**src/rtl/reg_file_32x32_if.sv**
```systemverilog
// Register-file access bundle: two read ports, one write port and the write counter.
// Handshake: none; reads are combinational and a write commits on every rising edge with wr_en=1.
interface reg_file_32x32_if #(
  parameter int DATA_W = 32
);
  logic [4:0]        rd_addr_a;
  logic [4:0]        rd_addr_b;
  logic [DATA_W-1:0] rd_data_a;
  logic [DATA_W-1:0] rd_data_b;
  logic              wr_en;
  logic [4:0]        wr_addr;
  logic [DATA_W-1:0] wr_data;
  logic [15:0]       wr_count;

  modport master (
    output rd_addr_a, rd_addr_b, wr_en, wr_addr, wr_data,
    input  rd_data_a, rd_data_b, wr_count
  );

  modport slave (
    input  rd_addr_a, rd_addr_b, wr_en, wr_addr, wr_data,
    output rd_data_a, rd_data_b, wr_count
  );
endinterface

```
**src/rtl/reg_file_32x32.sv**
```systemverilog
// 32 x DATA_W architectural register file: r0 hardwired to zero, stack pointer reset value,
// two combinational read ports with same-cycle write-through bypass, committed-write counter.
module reg_file_32x32 #(
  parameter int                DATA_W   = 32,
  parameter int                SP_IDX   = 29,
  parameter logic [DATA_W-1:0] SP_RESET = 'h0000_0FFC
) (
  input logic             clk,
  input logic             rst_n,
  reg_file_32x32_if.slave bus
);

  logic [DATA_W-1:0] r_regs [1:31];
  logic [15:0]       r_wr_count;

  logic [DATA_W-1:0] w_regs [0:31];
  logic              w_wr_hit;
  logic              w_byp_a;
  logic              w_byp_b;

  // An X address with wr_en=0 cannot reach storage because wr_en gates every update.
  assign w_wr_hit = bus.wr_en && (bus.wr_addr != 5'd0);

  always_ff @(posedge clk or negedge rst_n) begin
    if (!rst_n) begin
      for (int i = 1; i < 32; i++) begin
        r_regs[i] <= (i == SP_IDX) ? SP_RESET : '0;
      end
      r_wr_count <= '0;
    end else if (w_wr_hit) begin
      for (int i = 1; i < 32; i++) begin
        if (bus.wr_addr == 5'(i)) begin
          r_regs[i] <= bus.wr_data;
        end
      end
      r_wr_count <= r_wr_count + 16'd1;
    end
  end

  always_comb begin
    w_regs[0] = '0;
    for (int i = 1; i < 32; i++) begin
      w_regs[i] = r_regs[i];
    end
  end

  // Bypass is suppressed while reset is held so the ports show reset contents.
  assign w_byp_a = rst_n && w_wr_hit && (bus.wr_addr == bus.rd_addr_a);
  assign w_byp_b = rst_n && w_wr_hit && (bus.wr_addr == bus.rd_addr_b);

  assign bus.rd_data_a = w_byp_a ? bus.wr_data : w_regs[bus.rd_addr_a];
  assign bus.rd_data_b = w_byp_b ? bus.wr_data : w_regs[bus.rd_addr_b];
  assign bus.wr_count  = r_wr_count;

endmodule

```
**src/flat_wrapper.sv**
```systemverilog
// flat-port wrapper written by rule: the top's interface ports become plain ports
module reg_file_32x32_flat 
#(
  parameter int                DATA_W   = 32,
  parameter int                SP_IDX   = 29,
  parameter logic [DATA_W-1:0] SP_RESET = 'h0000_0FFC
)
  (clk, rst_n, bus_rd_addr_a, bus_rd_addr_b, bus_wr_en, bus_wr_addr, bus_wr_data, bus_rd_data_a, bus_rd_data_b, bus_wr_count);
  reg_file_32x32_if #(.DATA_W(DATA_W)) bus_i ();
  input logic clk;
  input logic rst_n;
  input wire logic [$bits(bus_i.rd_addr_a)-1:0] bus_rd_addr_a;
  input wire logic [$bits(bus_i.rd_addr_b)-1:0] bus_rd_addr_b;
  input wire logic [$bits(bus_i.wr_en)-1:0] bus_wr_en;
  input wire logic [$bits(bus_i.wr_addr)-1:0] bus_wr_addr;
  input wire logic [$bits(bus_i.wr_data)-1:0] bus_wr_data;
  output wire logic [$bits(bus_i.rd_data_a)-1:0] bus_rd_data_a;
  output wire logic [$bits(bus_i.rd_data_b)-1:0] bus_rd_data_b;
  output wire logic [$bits(bus_i.wr_count)-1:0] bus_wr_count;
  assign bus_i.rd_addr_a = bus_rd_addr_a;
  assign bus_i.rd_addr_b = bus_rd_addr_b;
  assign bus_i.wr_en = bus_wr_en;
  assign bus_i.wr_addr = bus_wr_addr;
  assign bus_i.wr_data = bus_wr_data;
  assign bus_rd_data_a = bus_i.rd_data_a;
  assign bus_rd_data_b = bus_i.rd_data_b;
  assign bus_wr_count = bus_i.wr_count;
  reg_file_32x32 #(.DATA_W(DATA_W), .SP_IDX(SP_IDX), .SP_RESET(SP_RESET)) u_core (.clk(clk), .rst_n(rst_n), .bus(bus_i));
endmodule
```
**config.mk**
```make
export PLATFORM = sky130hd
export DESIGN_NAME = reg_file_32x32_flat
export DESIGN_NICKNAME = d
export VERILOG_FILES = /design/src/rtl/reg_file_32x32_if.sv /design/src/rtl/reg_file_32x32.sv /design/src/flat_wrapper.sv
export SDC_FILE = /design/constraint.sdc
export NUM_CORES = 2
export LEC_CHECK = 0
export ABC_AREA = 0
export CAP_MARGIN = 15
export CORE_UTILIZATION = 55
export CTS_CLUSTER_DIAMETER = 150
export DETAILED_ROUTE_END_ITERATION = 8
export PLACE_DENSITY_LB_ADDON = 0.15
export SLEW_MARGIN = 20
export SYNTH_ARGS = -nofsm -noshare
export SYNTH_HDL_FRONTEND = slang
export SYNTH_SLANG_ARGS = --single-unit
```
**constraint.sdc**
```tcl
create_clock -name clk -period 10.8 [get_ports clk]
set_input_delay 3.24 -clock clk [delete_from_list [all_inputs] [get_ports clk]]
set_output_delay 3.24 -clock clk [all_outputs]
set_load 0.02 [all_outputs]
```
# [After elaboration in Yosys (flattened, before gate mapping)]
# Cells that the tools add are included.
[classes] n_addsub=1 n_mul=0 div=0 order_cmp=2 n_eq_ne=33 shift=0 muxes=8 bitwise_logic=2 n_reduce_logical=36
[op_table] operator="32-bit binary-select mux with 5-bit select" count=2
[op_table] operator="32-bit 2-to-1 mux" count=6
[op_table] operator="5-bit equality test, second input constant" count=16
[op_table] operator="2-bit AND reduction" count=31
[op_table] operator="5-bit by 4-bit equality test with 1-bit output, second input constant" count=8
[op_table] operator="5-bit by 3-bit equality test with 1-bit output, second input constant" count=4
[op_table] operator="16-bit by 1-bit adder with 16-bit output, second input constant" count=1
[op_table] operator="6-bit greater-or-equal comparator, second input constant" count=2
[op_table] operator="5-bit NOT with 6-bit output" count=2
[op_table] operator="5-bit by 2-bit equality test with 1-bit output, second input constant" count=2
[op_table] operator="5-bit equality test" count=2
[op_table] operator="5-bit by 1-bit equality test with 1-bit output, second input constant" count=1
[op_table] operator="5-bit nonzero test" count=1
[op_table] operator="1-bit logical AND" count=4
[word_totals] regBits=1008 latch_bits=0 ramBits=0 romBits=0 in_bits=50 out_inout_bits=80 elab_cells=114 n_memories=0

# [Logic depth before layout (Yosys ltp)]
[depth] depth_word=5 depth_mapped=9 depth_no_buf=5

# [Worst setup path before layout]
# No wires, ideal clock.
[synth_path] kind="input to output" start="in bus_wr_addr[0]" end="out bus_rd_data_a[10]" arrival_ps=4809 required_ps=7560 path_slack_ps=2751 cell_stages=9 n_path_buf=4 path_cell_list="buf_2 -> or2_1 -> buf_2 -> o31a_1 -> buf_6 -> nand4_4 -> buf_6 -> nor2_1 -> a31oi_1"
[synth_between] elab_chain_len=5 word_cells_on_any_way=6 classes_between="1 x eq/ne; 1 x mux; 4 x reduce/logical"
[synth_lines] item="start: declaration" line="flat_wrapper.sv:15" source="input wire logic [$bits(bus_i.wr_addr)-1:0] bus_wr_addr;"
[synth_lines] item="5-bit nonzero test" line="reg_file_32x32.sv:22" source="assign w_wr_hit = bus.wr_en && (bus.wr_addr != 5'd0);"
[synth_lines] item="1-bit logical AND" line="reg_file_32x32.sv:22"
[synth_lines] item="1-bit logical AND" line="reg_file_32x32.sv:48" source="assign w_byp_a = rst_n && w_wr_hit && (bus.wr_addr == bus.rd_addr_a);"
[synth_lines] item="1-bit logical AND (*)" line="reg_file_32x32.sv:48"
[synth_lines] item="32-bit 2-to-1 mux (*)" line="reg_file_32x32.sv:51" source="assign bus.rd_data_a = w_byp_a ? bus.wr_data : w_regs[bus.rd_addr_a];"
[synth_lines] item="end: declaration" line="flat_wrapper.sv:17" source="output wire logic [$bits(bus_i.rd_data_a)-1:0] bus_rd_data_a;"
# Every way passes the cells marked *; elsewhere a longest branch is shown, timed or not.

# [Worst setup path in the final report]
[layout_path] start="in bus_wr_addr[4]" end="out bus_rd_data_b[2]"
[layout_between] elab_chain_len=5 word_cells_on_any_way=6 classes_between="1 x eq/ne; 1 x mux; 4 x reduce/logical"
[layout_lines] item="5-bit nonzero test" line="reg_file_32x32.sv:22"
[layout_lines] item="1-bit logical AND" line="reg_file_32x32.sv:22"
[layout_lines] item="1-bit logical AND" line="reg_file_32x32.sv:49" source="assign w_byp_b = rst_n && w_wr_hit && (bus.wr_addr == bus.rd_addr_b);"
[layout_lines] item="1-bit logical AND (*)" line="reg_file_32x32.sv:49"
[layout_lines] item="32-bit 2-to-1 mux (*)" line="reg_file_32x32.sv:52" source="assign bus.rd_data_b = w_byp_b ? bus.wr_data : w_regs[bus.rd_addr_b];"
[layout_lines] item="end: declaration" line="flat_wrapper.sv:18" source="output wire logic [$bits(bus_i.rd_data_b)-1:0] bus_rd_data_b;"
# Marks and branches as above.

==> reports/metrics.yaml <==
holdCritPathClass: "reg -> reg"
path_clk_slew_ns: 0.06
track_usage: 0.346
synthCells: 3823
cpMaxStageDelayCell: "a21oi_1"
tns_ns: 0
r2r_end: "u_core.bus.wr_count[12]"
grt_pass1_wl_mm: 259
gr-total-overflow: 0
ctsResizeCount: 0
cts_buffers: 109
yosys-top-cells-area: "dfrtp_1, mux2_2, mux4_2, mux2i_1, buf_2"
die_area_mm2: 0.101
design_area_mm2: 0.0609
slew_violations: 0
rsz0062_at_grt: "false"
skew_ns: 0.00719
crit-reg2reg-launch: "u_core.bus.wr_count[3]"
crit_arrival_ns: 7.00
irDropWorstVdd_mv: 0.132
leakage_uw: 0.0262
placed_area_mm2: 0.0570
drcViolationCount: 0
worstSetupStartpointType: "input port"
critical_path_required_ns: 7.56
dp_hpwl_mm: 101
cts.sink_count: 1008
nets: 3821
post_cts_buffers: 0
period_share: 0.949
postRouteWirelength_mm: 174
die_w_um: 318
grt_max_degree: 162
worstHoldStart: "u_core.bus.wr_count[15]"
fin_cells: 5148
die_h_um: 318
crit_path_end_kind: "output pin"
synth_area_mm2: 0.0548
synth_nets: 3874
ys_ff_latch: 1008
cp_max_fo: 31
slew_headroom: 0.271
drv_cap: 0
htreeDepth: 3
hold_buffers: 0
rrSetupSlack_ns: 9.25
status: "completed"
drive_gt1_frac: 0.481
yosysMostFrequentCell: "mux2_2"
yosysTopAreaCellShare: 0.456
seq_area_frac_synth: 0.460
gp_congestion: 0.851
slowest_delay_ns: 0.87
dr.pass1.iters: 5
hold_viol_final: 0
cts_tree: "done"
first_iter_violations: 3928
r2r_cells: 5
drtAntennaViolNets: 0
max_freq_ghz: 0.0976
yosysTopAreaCell: "dfrtp_1"
area_delta_synth_final_pct: 11.1
dp_cells: 4945
clkLatencyLatePin_ns: 0.69
worst_slew_pin_slew_ns: 1.09
cpMostUsedCell: "clkdlybuf4s50_1"
synth_edf_count: 0
whs_path_depth: 1
ys.flop_type: "dfrtp_1"
io_buffers: 129
core_region_area_mm2: 0.0986
wl_per_cell_um: 33.7
finalSetupViolations: 0
ys_async_sr_fraction: 1.00
synthDistinctLibCells: 48
layout_min_cycle_time_ns: 10.24
first_global_vias: 38500
viasPerCell: 7.13
clockBufferDepth: 3
synth.avg_cell_area_um2: 14.3
power.density_mw_per_mm2: 191
hold_end: "u_core.bus.wr_count[15]"
yosys-top-cells-count: "mux2_2, dfrtp_1, mux4_2"
crit_chain: "clkdlybuf4s50_1 -> or2_1 -> o31a_1 -> nand4_4 -> a21oi_1 -> clkdlybuf4s50_1"
grt_antenna_before_repair: 6
cts_root_buf: "clkbuf_16"
start_util: 0.556
critPathKind: "in -> out"
yosys_warnings: 0
pin_count: 130
rows: 115
vias: 36700
-- worst max path at each step --
| stage | start | end | slack [ns] | depth (start not counted) |
|---|---|---|---|---|
| 6_report | bus_wr_addr[4] | bus_rd_data_b[2] | 0.56 | 6 |
| 4_1_cts | bus_wr_addr[4] | bus_rd_data_b[2] | 0.68 | 6 |
| 2_1_floorplan | bus_wr_addr[0] | bus_rd_data_a[10] | 2.75 | 9 |
| 3_3_place_gp | bus_wr_addr[4] | bus_rd_data_b[2] | 0.78 | 6 |
| 5_1_grt | bus_wr_addr[4] | bus_rd_data_b[2] | 0.49 | 6 |
| 3_5_place_dp | bus_wr_addr[4] | bus_rd_data_b[2] | 0.71 | 6 |
-- power by group --
group,internal (uW),switching [uW]
Combinational,1430,1060
Clock,2490,1580
Sequential,4530,553
Total,8450,3200
-- critical path, delay by kind of cell --
| family | cells | cell delay, ns |
|---|---|---|
| AND/OR/NAND/NOR | 2 | 0.99 |
| AO/OA/AOI/OAI | 2 | 1.30 |
| buffers and inverters | 2 | 1.42 |
-- flip-flops by register name (all words and copies together) (netlist names) --
signal / cells
u_core.bus.wr_count: 16
u_core.r_regs: 992
-- placed cells by master, fill, tap and decap left out, types with 20 or more instances in the layout --
cell / netlist / final
o221ai_1: 62 / 62
clkinv_2: 0 / 22
o22ai_1: 62 / 62
clkbuf_16: 0 / 113
nand2_1: 86 / 73
mux2i_1: 220 / 220
clkbuf_8: 0 / 24
mux4_2: 386 / 386
clkdlybuf4s50_1: 0 / 103
o311ai_0: 21 / 20
a211oi_1: 31 / 31
dfrtp_1: 998 / 998
nor2_1: 121 / 105
a31oi_1: 64 / 64
mux2_2: 1079 / 1079
a21oi_1: 94 / 94
buf_12: 0 / 26
a22oi_1: 62 / 62
buf_4: 45 / 98
-- cell families (layout without fill, tap and decap cells) --
group,count (synthesis),in the layout,share of synthesized area
AO/OA/AOI/OAI,415,415,0.0519
XOR/XNOR,25,25,0.00399
adder cells (fa/ha/maj),1,1,0.000228
buffers and inverters,422,458,0.0401
flip-flops,1008,1008,0.460
multiplexers,1693,1693,0.422
other,0,2,0
AND/OR/NAND/NOR,259,259,0.0213
-- through the flow --
stage                     setup slack (ns)   util  total power, uW  hold WS, ns
after floorplan                       2.75      -             6770        0.470
after global placement               0.777  0.578             7400        0.459
after detailed placement             0.707  0.578             7590        0.469
after CTS                            0.683  0.618            11700        0.477
after global routing                 0.491  0.618            12100        0.495
final                                0.555  0.618            11700        0.473
-- metal layers --
| metal | GRT usage | vias to the layer above | routed length (um) |
|---|---|---|---|
| li1 | - | 14600 | - |
| met1 | 0.484 | 19600 | 70100 |
| met2 | 0.526 | 2031 | 79400 |
| met3 | 0.0800 | 462 | 16900 |
| met4 | 0.141 | 4 | 7140 |
| met5 | 0 | - | 20 |
-- cell type report --
type                       instances  area [um2]
fill                            7214       37700
multi-input combinational       2393       27600
sequential                      1008       25200
clock buffer                     155        3230
timing repair buffer             254        2510
tap                             1287        1610
clock inverter                    45         689
inverter                           4        15.0
antenna                            2        5.00
(Power assumes the default switching activity.)
